$ cat config.mk
export PLATFORM = sky130hd
export DESIGN_NAME = zintack_flat
export DESIGN_NICKNAME = d
export VERILOG_FILES = /design/src/rtl/zintack_if.sv /design/src/rtl/zintack.sv /design/src/flat_wrapper.sv
export SDC_FILE = /design/constraint.sdc
export NUM_CORES = 1
export LEC_CHECK = 0
export CORE_UTILIZATION = 45
export DETAILED_ROUTE_END_ITERATION = 12
export GPL_ROUTABILITY_DRIVEN = 0
export GPL_TIMING_DRIVEN = 0
export HOLD_SLACK_MARGIN = 0.1
export PLACE_DENSITY = 0.9
export SLEW_MARGIN = 20
export SYNTH_ARGS = -nofsm -noshare
export SYNTH_HDL_FRONTEND = slang
export SYNTH_SLANG_ARGS = --single-unit
$ cat constraint.sdc
create_clock -name fclk -period 2.05 [get_ports fclk]
set_clock_uncertainty 0.15 [all_clocks]
set_input_delay 0.41 -clock fclk [delete_from_list [all_inputs] [get_ports fclk]]
set_output_delay 0.41 -clock fclk [all_outputs]
set_load 0.1 [all_outputs]
$ cat src/rtl/zintack_if.sv
// Z80 IM2 interrupt bus bundle: strobes, bus controls, requests and vector outputs.
interface zintack_if;
  logic       zpos;
  logic       zneg;
  logic       m1_n;
  logic       iorq_n;
  logic [3:0] req;
  logic [3:0] mask;
  logic       int_n;
  logic [7:0] vec;
  logic       vec_oe;
  logic [3:0] ack;
  logic       tmo;

  modport master (
    output zpos, zneg, m1_n, iorq_n, req, mask,
    input  int_n, vec, vec_oe, ack, tmo
  );

  modport slave (
    input  zpos, zneg, m1_n, iorq_n, req, mask,
    output int_n, vec, vec_oe, ack, tmo
  );
endinterface

$ cat src/rtl/zintack.sv
// Four-source Z80 IM2 interrupt controller with fixed priority and vector drive.
// Optional INT timeout counter enabled by defining ZINTACK_TIMEOUT_EN.
module zintack #(
  parameter logic [7:0] VEC_BASE = 8'hF0,
  parameter logic [5:0] TMO_CYC  = 6'd32
) (
  input logic fclk,
  input logic rst,
  zintack_if.slave bus
);

  typedef enum logic [1:0] {
    IDLE   = 2'd0,
    ASSERT = 2'd1,
    DRIVE  = 2'd2
  } st_e;

  st_e        st_q, st_d;
  logic [3:0] pend_q, pend_d;
  logic [1:0] idx_q, idx_d;
  logic       int_n_q, int_n_d;
  logic [7:0] vec_q, vec_d;
  logic       oe_q, oe_d;
  logic [3:0] ack_q, ack_d;
  logic       tmo_q, tmo_d;
  logic [3:0] clr;
  logic [3:0] elig;
  logic [1:0] win;
  logic       inta;
  logic       tmo_hit;

  assign elig = pend_q & bus.mask;
  assign inta = !bus.m1_n && !bus.iorq_n && bus.zneg;

  always_comb begin
    win = 2'd0;
    priority casez (elig)
      4'b???1: win = 2'd0;
      4'b??10: win = 2'd1;
      4'b?100: win = 2'd2;
      4'b1000: win = 2'd3;
      default: win = 2'd0;
    endcase
  end

`ifdef ZINTACK_TIMEOUT_EN
  logic [5:0] cnt_q, cnt_d;

  assign tmo_hit = (st_q == ASSERT) && bus.zpos
                && ((cnt_q + 6'd1) == TMO_CYC);

  // Restarts each time INT is raised so every assertion gets a full window
  always_comb begin
    cnt_d = cnt_q;
    if (st_q == IDLE && st_d == ASSERT)
      cnt_d = 6'd0;
    else if (st_q == ASSERT && bus.zpos)
      cnt_d = cnt_q + 6'd1;
  end

  always_ff @(posedge fclk or posedge rst) begin
    if (rst) cnt_q <= 6'd0;
    else     cnt_q <= cnt_d;
  end
`else
  localparam logic [5:0] UNUSED_TMO = TMO_CYC;
  logic unused_zpos;
  assign unused_zpos = bus.zpos;
  assign tmo_hit     = 1'b0;
`endif

  always_ff @(posedge fclk or posedge rst) begin
    if (rst) begin
      st_q    <= IDLE;
      pend_q  <= 4'd0;
      idx_q   <= 2'd0;
      int_n_q <= 1'b1;
      vec_q   <= 8'd0;
      oe_q    <= 1'b0;
      ack_q   <= 4'd0;
      tmo_q   <= 1'b0;
    end else begin
      st_q    <= st_d;
      pend_q  <= pend_d;
      idx_q   <= idx_d;
      int_n_q <= int_n_d;
      vec_q   <= vec_d;
      oe_q    <= oe_d;
      ack_q   <= ack_d;
      tmo_q   <= tmo_d;
    end
  end

  always_comb begin
    st_d = st_q;
    unique case (st_q)
      IDLE:    if (|elig) st_d = ASSERT;
      ASSERT: begin
        if (elig == 4'd0) st_d = IDLE;
        else if (inta)    st_d = DRIVE;
        else if (tmo_hit) st_d = IDLE;
      end
      DRIVE:   if (bus.iorq_n) st_d = IDLE;
      default: st_d = IDLE;
    endcase
  end

  always_comb begin
    int_n_d = int_n_q;
    vec_d   = vec_q;
    oe_d    = oe_q;
    idx_d   = idx_q;
    ack_d   = 4'd0;
    tmo_d   = 1'b0;
    clr     = 4'd0;
    unique case (st_q)
      IDLE: begin
        int_n_d = ~|elig;
        oe_d    = 1'b0;
        vec_d   = 8'd0;
      end
      ASSERT: begin
        if (elig == 4'd0) begin
          int_n_d = 1'b1;
        end else if (inta) begin
          // Winner frozen here; later req/mask changes cannot alter vec
          idx_d      = win;
          clr[win]   = 1'b1;
          int_n_d    = 1'b1;
          vec_d      = {VEC_BASE[7:3], win, 1'b0};
          oe_d       = 1'b1;
        end else if (tmo_hit) begin
          clr[win] = 1'b1;
          tmo_d    = 1'b1;
          int_n_d  = 1'b1;
        end else begin
          int_n_d = 1'b0;
        end
      end
      DRIVE: begin
        int_n_d = 1'b1;
        if (bus.iorq_n) begin
          oe_d         = 1'b0;
          vec_d        = 8'd0;
          ack_d[idx_q] = 1'b1;
        end
      end
      default: begin
        int_n_d = 1'b1;
        oe_d    = 1'b0;
        vec_d   = 8'd0;
      end
    endcase
  end

  // New requests win over a same-cycle clear
  assign pend_d = (pend_q & ~clr) | bus.req;

  assign bus.int_n  = int_n_q;
  assign bus.vec    = vec_q;
  assign bus.vec_oe = oe_q;
  assign bus.ack    = ack_q;
  assign bus.tmo    = tmo_q;

endmodule

$ cat src/flat_wrapper.sv
// flat-port wrapper written by rule: the top's interface ports become plain ports
module zintack_flat 
#(
  parameter logic [7:0] VEC_BASE = 8'hF0,
  parameter logic [5:0] TMO_CYC  = 6'd32
)
  (fclk, rst, bus_zpos, bus_zneg, bus_m1_n, bus_iorq_n, bus_req, bus_mask, bus_int_n, bus_vec, bus_vec_oe, bus_ack, bus_tmo);
  zintack_if bus_i ();
  input logic fclk;
  input logic rst;
  input wire logic [$bits(bus_i.zpos)-1:0] bus_zpos;
  input wire logic [$bits(bus_i.zneg)-1:0] bus_zneg;
  input wire logic [$bits(bus_i.m1_n)-1:0] bus_m1_n;
  input wire logic [$bits(bus_i.iorq_n)-1:0] bus_iorq_n;
  input wire logic [$bits(bus_i.req)-1:0] bus_req;
  input wire logic [$bits(bus_i.mask)-1:0] bus_mask;
  output wire logic [$bits(bus_i.int_n)-1:0] bus_int_n;
  output wire logic [$bits(bus_i.vec)-1:0] bus_vec;
  output wire logic [$bits(bus_i.vec_oe)-1:0] bus_vec_oe;
  output wire logic [$bits(bus_i.ack)-1:0] bus_ack;
  output wire logic [$bits(bus_i.tmo)-1:0] bus_tmo;
  assign bus_i.zpos = bus_zpos;
  assign bus_i.zneg = bus_zneg;
  assign bus_i.m1_n = bus_m1_n;
  assign bus_i.iorq_n = bus_iorq_n;
  assign bus_i.req = bus_req;
  assign bus_i.mask = bus_mask;
  assign bus_int_n = bus_i.int_n;
  assign bus_vec = bus_i.vec;
  assign bus_vec_oe = bus_i.vec_oe;
  assign bus_ack = bus_i.ack;
  assign bus_tmo = bus_i.tmo;
  zintack #(.VEC_BASE(VEC_BASE), .TMO_CYC(TMO_CYC)) u_core (.fclk(fclk), .rst(rst), .bus(bus_i));
endmodule
# --- Yosys cells after proc, flatten, opt, wreduce, memory -nomap -nowiden ---
# Index checks and enable logic that the tools add are counted.
op_classes:
  reduce_logical: 13
  n_eq_ne: 10
  bitwise_logic: 5
  mux: 26
  n_lt_le_gt_ge: 4
op_table:
  columns: ["cell", "n"]
  rows:
  - ["two-way mux 8 bit", 3]
  - ["two-way mux 4 bit", 5]
  - ["case mux 8 bit (2 select lines)", 1]
  - ["case mux 2 bit (3 select lines)", 2]
  - ["AND reduction 3 bit", 3]
  - ["bitwise AND 4 bit", 2]
  - ["two-way mux 2 bit", 4]
  - ["two-way mux 1 bit", 7]
  - ["less-than comparator 2 x 3 -> 1 bit (second input constant)", 2]
  - ["demux 1 bit (select 2 bit)", 2]
  - ["== test 2 bit (second input constant)", 2]
  - ["== test 4 bit (second input constant)", 1]
  - [">= comparator 2 x 1 -> 1 bit (second input constant)", 2]
  - ["logical AND 1 bit", 4]
  - ["logical NOT 4 bit", 1]
  - ["!= test 2 x 1 -> 1 bit (second input constant)", 2]
  - ["!= test 2 bit (second input constant)", 2]
  - ["NOT 4 bit", 1]
  - ["bitwise OR 4 bit", 1]
  - ["case mux 1 bit (2 select lines)", 2]
  - ["OR reduction 4 bit", 1]
  - ["== test 3 bit (second input constant)", 1]
  - ["logical NOT 1 bit", 3]
  - ["!= test 3 x 1 -> 1 bit (second input constant)", 1]
  - ["3 further kinds", 3]
totals:
  ff_bits: 22
  output_inout_bits: 15

# --- Logic depth before layout (Yosys ltp) ---
depth:
  ltp_word: 13
  ltp_mapped: 4
  mapped_depth_nobuf: 4

# --- Worst setup path before layout ---
# Ideal clock, no wire load.
synth_timing:
  path_kind: "register to output"
  from: "reg u_core.bus.vec[6] (netlist name)"
  to: "out bus_vec[4]"
  arrival_ps: 1389
  path_buffers: 1
  slack_ps: 101
  stages_incl_launch_ff: 2
  cell_sequence: "dfrtp_1 -> buf_4"
synth_rtl:
  columns: ["item", "line_no", "rtl"]
  rows:
  - ["end: declaration", "flat_wrapper.sv:18", "output wire logic [$bits(bus_i.vec)-1:0] bus_vec;"]

# --- Final worst setup path ---
layout_timing:
  from: "reg u_core.ack_q[3], in the netlist u_core.bus.ack[3]"
  to: "out bus_ack[3]"
layout_rtl:
  columns: ["item", "line_no", "rtl"]
  rows:
  - ["start: declaration", "zintack.sv:24", "logic [3:0] ack_q, ack_d;"]
  - ["start signal: assignment", "zintack.sv:89", "ack_q <= ack_d;"]
  - ["end: declaration", "flat_wrapper.sv:20", "output wire logic [$bits(bus_i.ack)-1:0] bus_ack;"]
# No word-level cell between the ends.

==> run metrics <==
run status finished clean; initial antenna violation count 0; setup violators final 0; critical path arrival 1.45 ns; worst vdd ir 0.5523 mV; Iter 0 DRT Violations 18; Crit path required time 1.49 ns; slowest CP cell dlygate4sd2_1; placed cells 110; layout filler cell count 119; NumNets Final 113; crit-path cells dlygate4sd2_1; Die Height 42.68 um; number of global-route vias before repair 533; total power 0.9167 mW; hpwl dp 1.065 mm; postcts setup bufs 0; Final Hold Fails 0; synth unique cells 28; Max Slew Vio Count 0; first-pass GRT wire length 2.235 mm; Post-Syn Area 744.5 um^2; Final ANT Viol Nets 0; hold_ws 0.3219 ns; Startpoint Class flop; DRC Markers 0; GRT Util Overall 0.1667; type of the worst min-delay path in -> async; Buf/Inv on CP 1; die width 42.68 um; flop2flop setup slack 0.50 ns; clock sinks 16; share of layout cells above drive strength 1 0.2755; Power Dens Cells 880.6 mW/mm^2; Clock power frac 0.232; unrepaired setup endpoints after global routing no; worst r2r src u_core.pend_q[2]; actual slew at the worst max-slew pin 0.9527 ns; clk slew on worst S/H paths 0.10 ns; metal2 WL 729 um; syn_area_per_cell 10.95 um^2; wire length on met3 81 um; Synthesis Warnings 0; Leak 0.5061 nW; Worst path max stage delay 0.84 ns; R2R Path End u_core.bus.vec[1]; port bufs 24; Final Critical Period 2.015 ns; NetSw 0.3760 mW; via/cell ratio 5.237; Crit path depth 1; Setup crit end kind output pin; Seq cells post-synth 16; num ports 29; wire per inst 12.50 um; Gate Count Post-Synth 68; Area after DPL 0.001012 mm^2; via count 597; combinational fraction of design power 0.378; post-cts gate resize count 25; CP Class reg -> out; sequential share of the synthesized area 0.5395; CTS Root Cell clkbuf_4; Synth area leader dfrtp_1; largest net degree at the start of global routing 17; Die ar. 0.001821 mm^2; crit-path max FO 1; grt total ovfl 0; Final period util 0.9829; Post-Layout Cell Count 114; fin area 0.001041 mm^2; Skew-Pair Late Insertion Delay 0.29 ns; sw frac 0.4101; Rows 14; Area Overhead vs Synth 39.83%; Max Buffers Root-to-Sink 2; CTS Buf Count 3; ant diodes 0; CTS tree built; Synth area leaders dfrtp_1 (50%), a21o_1 (7.1%), buf_4 (7.1%); max-cap violations 0; Reg power frac 0.391; H-tree Lvls 1; internal power 0.5408 mW; Core Box Area 0.001524 mm^2; WL met1 587 um; Total Wirelength 1.425 mm; CP top delay family buffers and inverters; R2R depth 4; upper clock frequency limit 496.3 MHz; hold-fix buffers at CTS 0; 1st-pass router iterations 4; slew margin rel. 0.3673; final design utilization 0.6831; top-area cell type share of the netlist area 0.5042; Starting Density 0.4885; uppermost layer routed met4
-- state kept, by name (all words and copies together) (netlist names) --
signal,cells
u_core.bus.vec,3
u_core.idx_q,2
u_core.st_q,2
u_core.pend_q,4
u_core.bus.ack,4
u_core.bus.int_n,1
-- placed cells by master, fill, tap and decap left out, types with 2 or more instances in the layout --
master and count:
inv_1 4, a21o_1 7, nand2_1 8, clkbuf_4 3
a21oi_1 2, clkdlybuf4s15_1 3, clkdlybuf4s15_2 5, dfrtp_1 15
nor3_1 4, conb_1 3, buf_4 8, clkdlybuf4s50_1 12
clkbuf_2 2
-- stage by stage --
step	setup TNS [ns]	setup slack [ns]
2_1_floorplan	0	0.1006
3_3_place_gp	-0.7478	-0.1429
3_5_place_dp	-0.8668	-0.1703
4_1_cts	0	0.01311
5_1_grt	0	0.002099
6_report	0	0.03505
-- power groups by stage --
stage | Sequential [mW] | Combinational, mW | Clock [mW]
2_1_floorplan | 0.426 | 0.210 | 0
3_3_place_gp | 0.363 | 0.350 | 0
3_5_place_dp | 0.364 | 0.355 | 0
4_1_cts | 0.358 | 0.349 | 0.216
5_1_grt | 0.361 | 0.360 | 0.229
6_report | 0.358 | 0.346 | 0.213
-- kinds of logic after synthesis --
group / Yosys count / share of synthesized area
DFF: 16 / 0.5395
other: 1 / 0.005037
and+or+nand+nor: 25 / 0.2168
buffers and inverters: 11 / 0.09075
AOI/OAI and AO/OA: 15 / 0.1479
-- per-layer routing --
layer,vias up,track usage
met2,21,0.2818
met1,284,0.1972
li1,287,-
met3,5,0.04255
met5,-,0
met4,0,0.07500
-- synthesized netlist by cell type, drive strengths merged --
cell / n
nand3b: 1
and3: 1
nor3b: 1
a211oi: 1
nor4b: 1
o21ai: 1
a211o: 1
a21oi: 2
a21o: 7
nand2: 8
and2: 1
a22oi: 1
nor2: 2
or2b: 1
inv: 4
a222oi: 1
conb: 1
nor3: 4
dfrtp: 15
buf: 7
dfstp: 1
or3b: 2
nand4: 1
nand3: 1
nand2b: 1
a32oi: 1
-- final cells by class --
cell class                 count  area (um^2)  area share
multi-input combinational     43        282.8      0.2716
tap                           16        20.02     0.01923
sequential                    16        401.6      0.3858
timing repair buffer          24        232.7      0.2236
clock buffer                   4        36.28     0.03486
buffer                         7        52.55     0.05048
inverter                       4        15.01     0.01442
-- worst max path at each step --
stage	start	endpoint
floorplan	u_core.bus.vec[6]	bus_vec[4]
global placement	u_core.bus.vec[6]	bus_vec[4]
detailed placement	u_core.bus.vec[6]	bus_vec[6]
CTS	u_core.bus.vec[1]	bus_vec[1]
global route	u_core.bus.ack[3]	bus_ack[3]
finish	u_core.bus.ack[3]	bus_ack[3]
No activity file was read; power rests on OpenSTA's default activity.
